[src/rtl/hazard_pkg.sv]
// Shared definitions for the pipeline hazard unit.
//   FWD_*       : operand forwarding select encodings
//   mem_state_t : data-memory wait FSM states
package hazard_pkg;

    localparam logic [1:0] FWD_RF  = 2'b00;  // operand from register file
    localparam logic [1:0] FWD_WB  = 2'b01;  // operand from ResultW
    localparam logic [1:0] FWD_MEM = 2'b10;  // operand from ALUOutM

    typedef enum logic {
        ST_IDLE = 1'b0,
        ST_WAIT = 1'b1
    } mem_state_t;

endpackage

[src/rtl/forward_sel.sv]
// Forwarding select for one Execute-stage source operand.
//   ra_e        : source register in Execute
//   wa3_m/w     : destination registers in Memory / Writeback
//   reg_write_m/w : qualified register writes in Memory / Writeback
//   ig_rn       : operand unused; force register-file select
//   fwd         : 2-bit select (FWD_RF / FWD_WB / FWD_MEM)
module forward_sel
    import hazard_pkg::*;
(
    input  logic [3:0] ra_e,
    input  logic [3:0] wa3_m,
    input  logic [3:0] wa3_w,
    input  logic       reg_write_m,
    input  logic       reg_write_w,
    input  logic       ig_rn,
    output logic [1:0] fwd
);

    // Memory stage holds the younger result, so it wins over Writeback.
    always_comb begin
        fwd = FWD_RF;
        if (!ig_rn) begin
            if (reg_write_m && (ra_e == wa3_m))
                fwd = FWD_MEM;
            else if (reg_write_w && (ra_e == wa3_w))
                fwd = FWD_WB;
        end
    end

endmodule

[src/rtl/hazard_unit.sv]
// Hazard and memory-wait controller for the 5-stage pipelined ARM core.
//   Inputs : stage register addresses, RegWrite/MemtoReg/PCSrc per stage,
//            BranchTakenE, IgRnE, data memory request/ready.
//   Outputs: ForwardAE/BE operand selects, Stall{F,D,E,M,W}, Flush{D,E},
//            sticky MemErr timeout flag, saturating StallCycles/FlushCycles.
module hazard_unit
    import hazard_pkg::*;
#(
    parameter int MEM_TIMEOUT = 16,
    parameter int CNT_W       = 32
) (
    input  logic             clk,
    input  logic             reset,
    input  logic [3:0]       RA1D,
    input  logic [3:0]       RA2D,
    input  logic [3:0]       RA1E,
    input  logic [3:0]       RA2E,
    input  logic [3:0]       WA3E,
    input  logic [3:0]       WA3M,
    input  logic [3:0]       WA3W,
    input  logic             RegWriteM,
    input  logic             RegWriteW,
    input  logic             MemtoRegE,
    input  logic             MemReqM,
    input  logic             MemReadyM,
    input  logic             PCSrcD,
    input  logic             PCSrcE,
    input  logic             PCSrcM,
    input  logic             PCSrcW,
    input  logic             BranchTakenE,
    input  logic             IgRnE,
    output logic [1:0]       ForwardAE,
    output logic [1:0]       ForwardBE,
    output logic             StallF,
    output logic             StallD,
    output logic             StallE,
    output logic             StallM,
    output logic             StallW,
    output logic             FlushD,
    output logic             FlushE,
    output logic             MemErr,
    output logic [CNT_W-1:0] StallCycles,
    output logic [CNT_W-1:0] FlushCycles
);

    localparam int              WCW      = $clog2(MEM_TIMEOUT + 1);
    localparam logic [WCW-1:0]  WAIT_MAX = WCW'(MEM_TIMEOUT);

    logic ldr_stall;
    logic pc_wr_pending;
    logic freeze;

    forward_sel u_fwd_a (
        .ra_e        (RA1E),
        .wa3_m       (WA3M),
        .wa3_w       (WA3W),
        .reg_write_m (RegWriteM),
        .reg_write_w (RegWriteW),
        .ig_rn       (IgRnE),
        .fwd         (ForwardAE)
    );

    forward_sel u_fwd_b (
        .ra_e        (RA2E),
        .wa3_m       (WA3M),
        .wa3_w       (WA3W),
        .reg_write_m (RegWriteM),
        .reg_write_w (RegWriteW),
        .ig_rn       (1'b0),
        .fwd         (ForwardBE)
    );

    // Freeze dominates: while any stage is held, no flush may be issued,
    // otherwise an instruction sitting in a held register would be lost.
    always_comb begin
        ldr_stall     = MemtoRegE && ((RA1D == WA3E) || (RA2D == WA3E));
        pc_wr_pending = PCSrcD | PCSrcE | PCSrcM;
        freeze        = MemReqM & ~MemReadyM;

        StallF = ldr_stall | pc_wr_pending | freeze;
        StallD = ldr_stall | freeze;
        StallE = freeze;
        StallM = freeze;
        StallW = freeze;
        FlushD = (pc_wr_pending | PCSrcW | BranchTakenE) & ~freeze;
        FlushE = (ldr_stall | BranchTakenE) & ~freeze;
    end

    mem_state_t     state;
    logic [WCW-1:0] wait_cnt;
    logic [WCW-1:0] wait_next;

    // First frozen cycle loads 1; afterwards count up, holding at the limit.
    always_comb begin
        if (state == ST_IDLE)
            wait_next = WCW'(1);
        else if (wait_cnt == WAIT_MAX)
            wait_next = wait_cnt;
        else
            wait_next = wait_cnt + WCW'(1);
    end

    always_ff @(posedge clk) begin
        if (reset) begin
            state    <= ST_IDLE;
            wait_cnt <= '0;
            MemErr   <= 1'b0;
        end else if ((state == ST_WAIT) && MemReadyM) begin
            state    <= ST_IDLE;
            wait_cnt <= '0;
        end else if (freeze) begin
            state    <= ST_WAIT;
            wait_cnt <= wait_next;
            if (wait_next == WAIT_MAX)
                MemErr <= 1'b1;
        end
    end

    always_ff @(posedge clk) begin
        if (reset) begin
            StallCycles <= '0;
            FlushCycles <= '0;
        end else begin
            if ((StallD | freeze) && (StallCycles != '1))
                StallCycles <= StallCycles + CNT_W'(1);
            if ((FlushD | FlushE) && (FlushCycles != '1))
                FlushCycles <= FlushCycles + CNT_W'(1);
        end
    end

endmodule

[config.mk]
export PLATFORM = sky130hd
export DESIGN_NAME = hazard_unit
export DESIGN_NICKNAME = d
export VERILOG_FILES = /design/src/rtl/hazard_pkg.sv /design/src/rtl/forward_sel.sv /design/src/rtl/hazard_unit.sv
export SDC_FILE = /design/constraint.sdc
export NUM_CORES = 1
export LEC_CHECK = 0
export ABC_AREA = 1
export CELL_PAD_IN_SITES_DETAIL_PLACEMENT = 1
export CELL_PAD_IN_SITES_GLOBAL_PLACEMENT = 1
export CORE_MARGIN = 2
export CORE_UTILIZATION = 37
export DETAILED_ROUTE_END_ITERATION = 6
export PLACE_DENSITY_LB_ADDON = 0.2
export SYNTH_ARGS = -nofsm -noshare
export SYNTH_HDL_FRONTEND = slang
export SYNTH_SLANG_ARGS = --single-unit
[constraint.sdc]
create_clock -name clk -period 2.57 [get_ports clk]
set_input_delay 0.257 -clock clk [delete_from_list [all_inputs] [get_ports clk]]
set_output_delay 0.257 -clock clk [all_outputs]
set_load 0.05 [all_outputs]
# ---- After elaboration in Yosys (flattened, before gate mapping)
# Index checks and enable logic that the tools add are counted.
# W data, S select, Z words.
dict set report classes {
  addsub 3
  n_eq_ne 10
  mux 7
  bitwise_logic 16
  reduce_logical 11
}
# op n
set op_table {}
lappend op_table {{$add A32 B1 Y32 const B} 2}
lappend op_table {{$ne A32 B32 Y1 const B} 2}
lappend op_table {{$eq A4 B4 Y1} 6}
lappend op_table {{$eq A5 B5 Y1 const B} 2}
lappend op_table {{$mux W5} 2}
lappend op_table {{$or A1 B1 Y1} 10}
lappend op_table {{$logic_and A1 B1 Y1} 8}
lappend op_table {{$mux W2} 3}
lappend op_table {{$add A5 B1 Y5 const B} 1}
lappend op_table {{$and A1 B1 Y1} 3}
lappend op_table {{$not A1 Y1} 3}
lappend op_table {{$reduce_and A3 Y1} 1}
lappend op_table {{$mux W1} 2}
lappend op_table {{$reduce_or A2 Y1} 1}
lappend op_table {{$logic_or A1 B1 Y1} 1}
dict set report totals {
  reg_bits 71
  input_bits 41
  output_inout_bits 76
  wordCells 52
}

# ---- Longest topological paths before layout
dict set report depth {
  ltp_word 7
  ltp_mapped 14
  depth_no_buf 13
}

# ---- By module
# A second synthesis with hierarchy kept.
dict set report unflattened {
  hier_cells 843
  area_unflattened_um2 4981.0
}
# mod n_inst cells_each area_per_inst_um2 seq_area_each_um2
set modules_own_cells {}
lappend modules_own_cells {hazard_unit 1 745 4583.1 1421.4}
lappend modules_own_cells {forward_sel 2 49 198.9 0.0}

# ---- Worst setup path before layout
# OpenSTA, ideal clock, no wires.
dict set report synth_path {
  path_type {input port to output port}
  startpoint {input port RA1E[0]}
  endpoint {output port ForwardAE[1]}
  arrival_time_ns 2.130
  t_required_ns 2.313
  setup_slack_ns 0.183
  path_stages 5
  n_path_buf 0
  cell_sequence {inv_1 > o21ai_0 > a221oi_1 > nand2_1 > nor4_1}
}
dict set report synth_via {
  elab_chain_len 4
}
# element line_no
set synth_rtl {}
lappend synth_rtl {{start, declared} hazard_unit.sv:16} ;# input logic [3:0] RA1E,
lappend synth_rtl {{$eq A4 B4 Y1} forward_sel.sv:23} ;# if (reg_write_m && (ra_e == wa3_m))
lappend synth_rtl {{$logic_and A1 B1 Y1} forward_sel.sv:23}
lappend synth_rtl {{$mux W2} forward_sel.sv:23}
lappend synth_rtl {{$mux W2} forward_sel.sv:22} ;# if (!ig_rn) begin
lappend synth_rtl {{end, declared} hazard_unit.sv:32} ;# output logic [1:0] ForwardAE,
# No other way between the ends.

# ---- Final worst setup path
dict set report layout_path {
  startpoint {register FlushCycles[1]}
  endpoint {register FlushCycles[13]}
}
dict set report layout_via {
  elab_chain_len 2
  elab_cells_between_ends 3
  classes_between {add/sub (1); eq/ne (1); reduce/logical (1)}
}
# element line_no
set layout_rtl {}
lappend layout_rtl {{start, declared} hazard_unit.sv:43} ;# output logic [CNT_W-1:0] FlushCycles
lappend layout_rtl {{start signal, assigned} hazard_unit.sv:127} ;# FlushCycles <= FlushCycles + CNT_W'(1);
lappend layout_rtl {{parallel branches: the longest is 2 deep, another holds $add A32 B1 Y32} -}
# Several ways; the timed one is not identified.
# A chain may end at the register's enable or synchronous reset.

==> metrics.txt <==
outcome=complete, no violations; # rows=41; Clock Path Buffers=2; Fin Clk Skew=5.125 ps; share of post-route cells with drive strength above 1=0.05034; PostCTS Resize Cnt=0; ANT nets after route=0; Seq/Total Area, Yosys=0.3002; asr flop ratio synth=0; die area=13720 um^2; Syn Area/Cell=6.263 um^2; Mapped Cells=756; Die Wd=117.1 um; dpl cells=1030; Slew @ Worst Pin=573.8 ps; initial DRC count=306; vias in the first global route=5630; CP max FO=32; final setup margin=280.4 ps; Period minus WS final=2290 ps; WP data arrival=2560 ps; num ports=117; wire per inst=15.95 um; wire length of the first global-routing pass=27600 um; worst reg2reg path startpoint=FlushCycles[1]; Max Freq=436.8 MHz; total number of vias=5384; # port buffers=116; vias per inst=5.147; CTS Sinks=71; GP Congestion=0.9059; Num CTS Buffers=9; Critical path origin=FlushCycles[1]; setup repair bufs after CTS=0; Clk Latency, worst-skew pair=340 ps; Min-Delay Path Class=input port to register; final wirelength=16680 um; CTS Hold Bufs=0; Antenna diodes=0; Area Growth Syn to Fin=34.41%; P_sw=0.7401 mW; pre-CTS setup slack=216.1 ps; Final nets=914; CP Class=register to register; # DRC=0; Worst Path Required=2840 ps; fraction of power consumed by sequential logic=0.391; remaining global-route overflow=0; Yosys reg bits=71; setup TNS=0 ps; number of flops mapped to enable cells by yosys=0; post-route insts no fill=1046; RSZ-0062 raised after global routing=false; Top FF cell, synth=dfxtp_1; total track usage=0.2550; post-synth cell types=32; Final Hold Fails=0; Initial Util=0.3767; launching element type of the critical path=register; Final Max Slew Viols=0; internal power=2.156 mW; LEAKAGE=2.360 nW; Core Box Area=12570 um^2; syn_nets=801; Clk network pwr share=0.485; peak supply drop=0.0002568 V; PwrDens=455.1 nW/um^2; CTS clock-pin slew for the worst setup and hold paths=60 ps; total power=2.896 mW; H-tree depth=3; relative slew slack=0.6145; Gate power share=0.124; commonest non-fill, non-tap cells in the layout=253 x nand2_1, 108 x clkdlybuf4s50_1, 87 x nor2_1, 72 x a21oi_1, 71 x dfxtp_1; MaxCap Viol Count=0; die height=117.1 um; pin count of the biggest net entering global routing=33; Sequential Area=1421 um^2; YS warnings=0; crit share post-route=0.8909; # fillers=1704; hpwl dp=12850 um; Mapped Area=4735 um^2; most common cell after layout, fill and taps aside=nand2_1; antenna violations before repair=0; CTS tree=yes; Final setup viols=0; Hold Crit Start=reset; switching share of power=0.2556; area of the multi-input gates=2923 um^2; hold slack=314.8 ps; DR pass1 iterations=5; Critical Path End Type=register; CTS Root Cell=clkbuf_16
layer usage:
metal / share of wire / wire length, um / track usage / vias up
met3: 0.026 / 431 / 0.03038 / 28
met1: 0.44 / 7318 / 0.3091 / 2581
li1: - / - / - / 2653
met4: 0.026 / 429 / 0.1012 / 0
met5: 0 / 0 / 0 / -
met2: 0.51 / 8504 / 0.4593 / 122
synth_stat cells (all sizes together) (10+ instances only):
master / instances / area [um^2]
nand2: 257 / 979.7
nor2: 88 / 332.8
a21oi: 72 / 360.4
dfxtp: 71 / 1421
inv: 63 / 236.5
nand3: 49 / 260.3
xor2: 34 / 297.8
nor3: 28 / 151.4
xnor2: 25 / 219.0
nand4: 15 / 108.9
buf: 14 / 112.6
clkbuf: 10 / 37.54
cell type report:
class                   instances  area share
multi-input cells             597      0.4593
flip-flops and latches         71      0.2234
repair buffers                126      0.1947
clock buffers                  13     0.04090
inverters                      64     0.03775
well taps                     172     0.03382
clock inverters                 3     0.01022
critical path, stage by stage, from the launching register on:
cell     delay [ps]
dfxtp_1         410
ha_1            300
nand3_2         120
inv_2            70
nand2_2         120
nor3_4          210
nand4_4         300
nand2_4         420
nand2_1         100
a21oi_1         160
logic make-up after synthesis:
kind of cell / synth area share
compound gates: 0.09857
flops: 0.3002
simple gates: 0.3991
buf+inv: 0.08245
fa+ha+maj: 0.01057
xor+xnor: 0.1091
sequential cells by signal (all words and copies together), names as in the netlist:
| register | cells |
|---|---|
| MemErr | 1 |
| StallCycles | 32 |
| state | 1 |
| FlushCycles | 32 |
| wait_cnt | 5 |
through the flow:
| stage | utilization | cell area (um^2) |
|---|---|---|
| after floorplan | - | 4735 |
| after global placement | 0.4804 | 6038 |
| after detailed placement | 0.4804 | 6038 |
| after CTS | 0.5063 | 6364 |
| after global routing | 0.5063 | 6364 |
| final | 0.5063 | 6364 |
power groups by stage:
stage / clock, mW / combinational, mW / sequential (mW)
after floorplan: 0 / 0.183 / 1.18
after CTS: 1.42 / 0.362 / 1.13
after global placement: 0 / 0.348 / 1.15
after global routing: 1.49 / 0.392 / 1.13
final: 1.40 / 0.360 / 1.13
after detailed placement: 0 / 0.362 / 1.16
final timing paths:
check | depth (start not counted) | end | slack (ps)
min | 2 | StallCycles[16] | 310
max reg2reg | 9 | FlushCycles[13] | 280
min reg2reg | 2 | MemErr | 460
max | 9 | FlushCycles[13] | 280
(Power assumes the default switching activity.)
==> patch 1, RTL diff (config.mk and constraints unchanged) <==
Put one more register stage on the output `MemErr`. The value now appears one clock later. The other outputs are not delayed to match. Comments in the files are not updated.
--- a/src/rtl/hazard_unit.sv
+++ b/src/rtl/hazard_unit.sv
@@ -45,6 +45,8 @@
 
     localparam int              WCW      = $clog2(MEM_TIMEOUT + 1);
     localparam logic [WCW-1:0]  WAIT_MAX = WCW'(MEM_TIMEOUT);
+
+    logic MemErr_s0;
 
     logic ldr_stall;
     logic pc_wr_pending;
@@ -104,7 +106,7 @@
         if (reset) begin
             state    <= ST_IDLE;
             wait_cnt <= '0;
-            MemErr   <= 1'b0;
+            MemErr_s0 <= 1'b0;
         end else if ((state == ST_WAIT) && MemReadyM) begin
             state    <= ST_IDLE;
             wait_cnt <= '0;
@@ -112,7 +114,7 @@
             state    <= ST_WAIT;
             wait_cnt <= wait_next;
             if (wait_next == WAIT_MAX)
-                MemErr <= 1'b1;
+                MemErr_s0 <= 1'b1;
         end
     end
 
@@ -128,5 +130,9 @@
         end
     end
 
+    always_ff @(posedge clk) begin
+        MemErr <= MemErr_s0;
+    end
+
 endmodule
 
Function: no difference found for any inputs over 10 cycles, from zero or initial values and one cycle with reset high; that may be too few to reach the edited logic, so the function may still have changed.
==> patch 1 against the original RTL <==
- routed wire length decreased by 2.0%
- highest routed layer unchanged
- total power decreased by 9.9%
- sequential cell count increased by 1
- area after synthesis increased by 0.42%
- critical path type unchanged
- cell area decreased by 0.43%
- worst setup slack got worse by 29 ps
- clock skew decreased by 0.60 ps
- combinational power increased by 3%
==> patch 1: results (changes against the original RTL) <==
* Status: finished clean
* Via density at 5.145 (about the same)
* Worst path arrival time at 2590 ps (+30 ps)
* Share of cells above drive strength 1 at 0.05029 (-0.00005754)
* Initial DRT Pass Iterations at 4 (-1)
* Met2 Wirelength at 8423 um (-0.95%)
* H-tree depth at 3 (unchanged)
* Met1 Usage GRT at 0.2765 (-0.03264)
* Dominant cells by area after synthesis: dfxtp_1 (30%), nand2_1 (20%), a21oi_1 (7.6%)
* Leakage Power at 2.348 nW (-0.49%)
* Commonest cells post-synth: nand2_1 (253), nor2_1 (87), a21oi_1 (72), dfxtp_1 (72), inv_1 (61)
* DR iter-0 viols at 299 (-2.3%)
* Max-slew headroom at 0.6242 (+0.009674)
* Yosys warnings at 0 (unchanged)
* Compound-Gate Fraction of Synth Area at 0.09816 (-0.0004150)
* Synth Net Count at 802 (+0.12%)
* Final Skew at 4.526 ps (-0.5989 ps)
* Final Wtd Congestion at 0.9050 (about the same)
* Met3 GRT Util at 0.04426 (+0.01388)
* Met1 wire length at 7068 um (-3.4%)
* Peak VDD IR at 0.2312 mV (-10%)
* GR Util met2 at 0.4397 (-0.01965)
* Top flop regs: FlushCycles (32), StallCycles (32), wait_cnt (5)
* Fillers at 1,680 (-1.4%)
* XOR/XNOR Fraction of Synth Area at 0.1087 (-0.0004596)
* First-pass GRT wire length at 27,210 um (-1.4%)
* CP max-delay cell: dfxtp_1
* DP HPWL at 12,900 um (+0.38%)
* Avg Cell Area, Syn at 6.281 um2 (+0.29%)
* Post-Synth Adder-Cell Area at 0.01053 (-0.00004451)
* Vias in the first global route at 5,637 (+0.12%)
* GRT Util Overall at 0.2394 (-0.01559)
* DR WL met3 at 483 um (+12%)
* Sequential-to-total area share from yosys stat at 0.3032 (+0.002946)
patch 1: cell count changes after synthesis:
cell     delta
dfxtp_1     +1
patch 1: path summary, 6_finish.rpt:
path / startpoint / to / slack (ps) / cells after the start
worst max-delay path: FlushCycles[1] / FlushCycles[1] / 250 / 9
worst min-delay path: reset / StallCycles[5] / 340 / 2
worst max register to register: FlushCycles[1] / FlushCycles[1] / 250 / 9
worst min register to register: MemErr_s0 / MemErr / 350 / 0
patch 1: final cells by class:
type                    instances  area share
repair buffers                129      0.2010
clock buffers                  11     0.03673
clock inverters                 2    0.001580
multi-input cells             597      0.4613
inverters                      64     0.03791
flip-flops and latches         72      0.2275
well taps                     172     0.03397
patch 1: cell families (layout without fill, tap and decap cells):
kind of cell	Yosys count	in the layout
compound gates	89	89
xor+xnor	59	59
fa+ha+maj	4	4
buf+inv	88	206
flops	72	72
simple gates	445	445
patch 1: per-stage QoR:
| step | setup WS, ps | total power [mW] | cell area, um2 | cells |
|---|---|---|---|---|
| 2_1_floorplan | 183.4 | 1.381 | 4755 | 757 |
| 3_3_place_gp | 310.7 | 1.527 | 6093 | 1034 |
| 3_5_place_dp | 284.6 | 1.541 | 6093 | 1034 |
| 4_1_cts | 226.6 | 2.635 | 6336 | 1047 |
| 5_1_grt | 104.6 | 2.709 | 6336 | 1047 |
| 6_report | 251.5 | 2.609 | 6336 | 1047 |
patch 1: report_power, final:
part / switching (mW) / total (mW) / internal [mW]
logic: 0.222 / 0.369 / 0.148
clock network: 0.459 / 1.09 / 0.633
registers: 0.0175 / 1.15 / 1.13
total: 0.698 / 2.61 / 1.91
==> patch 2, RTL diff (same flow settings) <==
Without the edit above. Set the parameter `CNT_W` to 64 (it was 32).
--- a/src/rtl/hazard_unit.sv
+++ b/src/rtl/hazard_unit.sv
@@ -7,7 +7,7 @@
     import hazard_pkg::*;
 #(
     parameter int MEM_TIMEOUT = 16,
-    parameter int CNT_W       = 32
+    parameter int CNT_W       = 64
 ) (
     input  logic             clk,
     input  logic             reset,
Interface: changed (resized FlushCycles and StallCycles); port bits go from 117 to 181. The function was not compared with the original's and may differ.
==> patch 2 against the original RTL <==
- clock power increased by 86%
- area after synthesis is 100% higher
- sequential cell count is 64 higher
- cell area is 94% higher
- worst setup slack got worse by 50 ps
- routed wire length grew 140%
- total power is 79% higher
- maximum frequency fell by 2.1%
==> patch 2: results (changes against the original RTL) <==
* Synth Net Count at 1,646 (+110%)
* CP max stage delay at 420 ps (about the same)
* Post-CTS Setup Bufs at 0 (unchanged)
* DR WL met3 at 1330 um (+210%)
* Sequential-to-total area share from yosys stat at 0.2851 (-0.01506)
* Clk slew on worst S/H paths at 60 ps (about the same)
* Nets at 1,840 (+100%)
* Wire per inst at 18.39 um (+15%)
* Number of CTS-inserted buffers at 17 (+8)
* Final Skew at 16.06 ps (+10.93 ps)
* Switching share of power at 0.2640 (+0.008471)
* Cell family contributing the most delay on the critical path: simple AND/OR/NAND/NOR gates
* Largest net degree at the start of global routing at 121 (+270%)
* Met2 Wirelength at 19,800 um (+130%)
* Peak VDD IR at 0.3046 mV (+19%)
* Final Hold Viols at 0 (unchanged)
* Dominant cells by area after synthesis: dfxtp_1 (29%), nand2_1 (21%), nor2_1 (9.9%)
* Initial antenna violation count at 0 (unchanged)
* Maximum fanout along the worst path at 6 (-81%)
* PortBufs at 180 (+55%)
* Netlist cell types at 34 (+6.3%)
* Met1 Usage GRT at 0.3455 (+0.03642)
* DR iter-0 viols at 770 (+150%)
* CP max-delay cell: dfxtp_1
* Status: finished clean
* Top Layer Used: met4
* DP HPWL at 30,890 um (+140%)
* Placed inst area at 0.01177 mm2 (+95%)
* Met1 wire length at 16,440 um (+120%)
* GRT Util Overall at 0.2966 (+0.04161)
* Inserted Diodes at 0 (unchanged)
* Final Wtd Congestion at 0.9349 (+3.2%)
* Met3 GRT Util at 0.03434 (+0.003962)
* Clock buffer depth at 2 (unchanged)
* CTS resizes at 0 (unchanged)
* GR Util met2 at 0.5424 (+0.08305)
* First-pass GRT wire length at 61,910 um (+120%)
* Vias in the first global route at 11,490 (+100%)
* Commonest cells post-synth: nand2_1 (524), nor2_1 (251), inv_1 (137)
* Top flop regs: FlushCycles (64), StallCycles (64), wait_cnt (5)
* Asr flop ratio synth at 0 (unchanged)
* Via density at 5.228 (+1.6%)
* Initial DRT Pass Iterations at 5 (unchanged)
* Slew @ Worst Pin at 612.3 ps (+38.58 ps)
* Root Buffer Master: clkbuf_16
* DR DRC count at 0 (unchanged)
* Share of cells above drive strength 1 at 0.07420 (+0.02385)
* Yosys warnings at 0 (unchanged)
* Leakage Power at 4.234 nW (+79%)
* H-tree depth at 4 (+1)
* Hold crit path type: primary input to flop
* Clk_lat worst skew at 440 ps (+100 ps)
[patch 2: cell count changes in the layout (fill, tap and decap cells not counted), sizes merged, moves of 31 or more]
cell / unedited run / this run
nand3: 49 / 123
a21oi: 72 / 124
buf: 18 / 51
clkdlybuf4s50: 108 / 171
nor2: 88 / 265
xnor2: 25 / 56
nand2: 257 / 540
inv: 63 / 149
dfxtp: 71 / 135
o21ai: 8 / 46
[patch 2: metrics by stage]
step                        util  setup WS (ps)  cells
after CTS                 0.4912          303.6   2136
after global routing      0.4912          104.9   2136
final                     0.4912          230.6   2136
after floorplan                -          192.0   1601
after global placement    0.4676          266.2   2106
after detailed placement  0.4676          162.6   2106
[patch 2: kinds of logic after synthesis]
family / share of synthesized area
and+or+nand+nor: 0.4417
xor gates and xnor gates: 0.07670
buffers and inverters: 0.09030
AOI/OAI and AO/OA: 0.1009
DFF: 0.2851
adders and majority gates: 0.005281
[patch 2: cell type report]
class                      instances  area [um2]
inverter                         150       563.0
clock buffer                      19       442.9
sequential                       135        2703
tap                              330       412.9
timing repair buffer             222        2170
clock inverter                    11       151.4
multi-input combinational       1269        5926
fill                            3435       12810
[patch 2: worst min-delay path, cell delays in order]
cell and delay (ps):
buf_4 130, buf_12 250, a21oi_1 170
[patch 2: power groups by stage]
stage               Clock, mW  Sequential [mW]  Combinational (mW)
floorplan                   0             2.19               0.255
global placement            0             2.17               0.453
detailed placement          0             2.17               0.462
CTS                      2.64             2.12               0.464
global route             2.71             2.12               0.497
finish                   2.60             2.12               0.460
[patch 2: worst paths after layout]
path                                     start               to  slack [ps]  cells past startpoint
worst min-delay path                     reset           MemErr         440                      3
worst min register to register          MemErr           MemErr         450                      2
worst max register to register  StallCycles[0]  StallCycles[43]         230                      8
worst max-delay path            StallCycles[0]  StallCycles[43]         230                      8
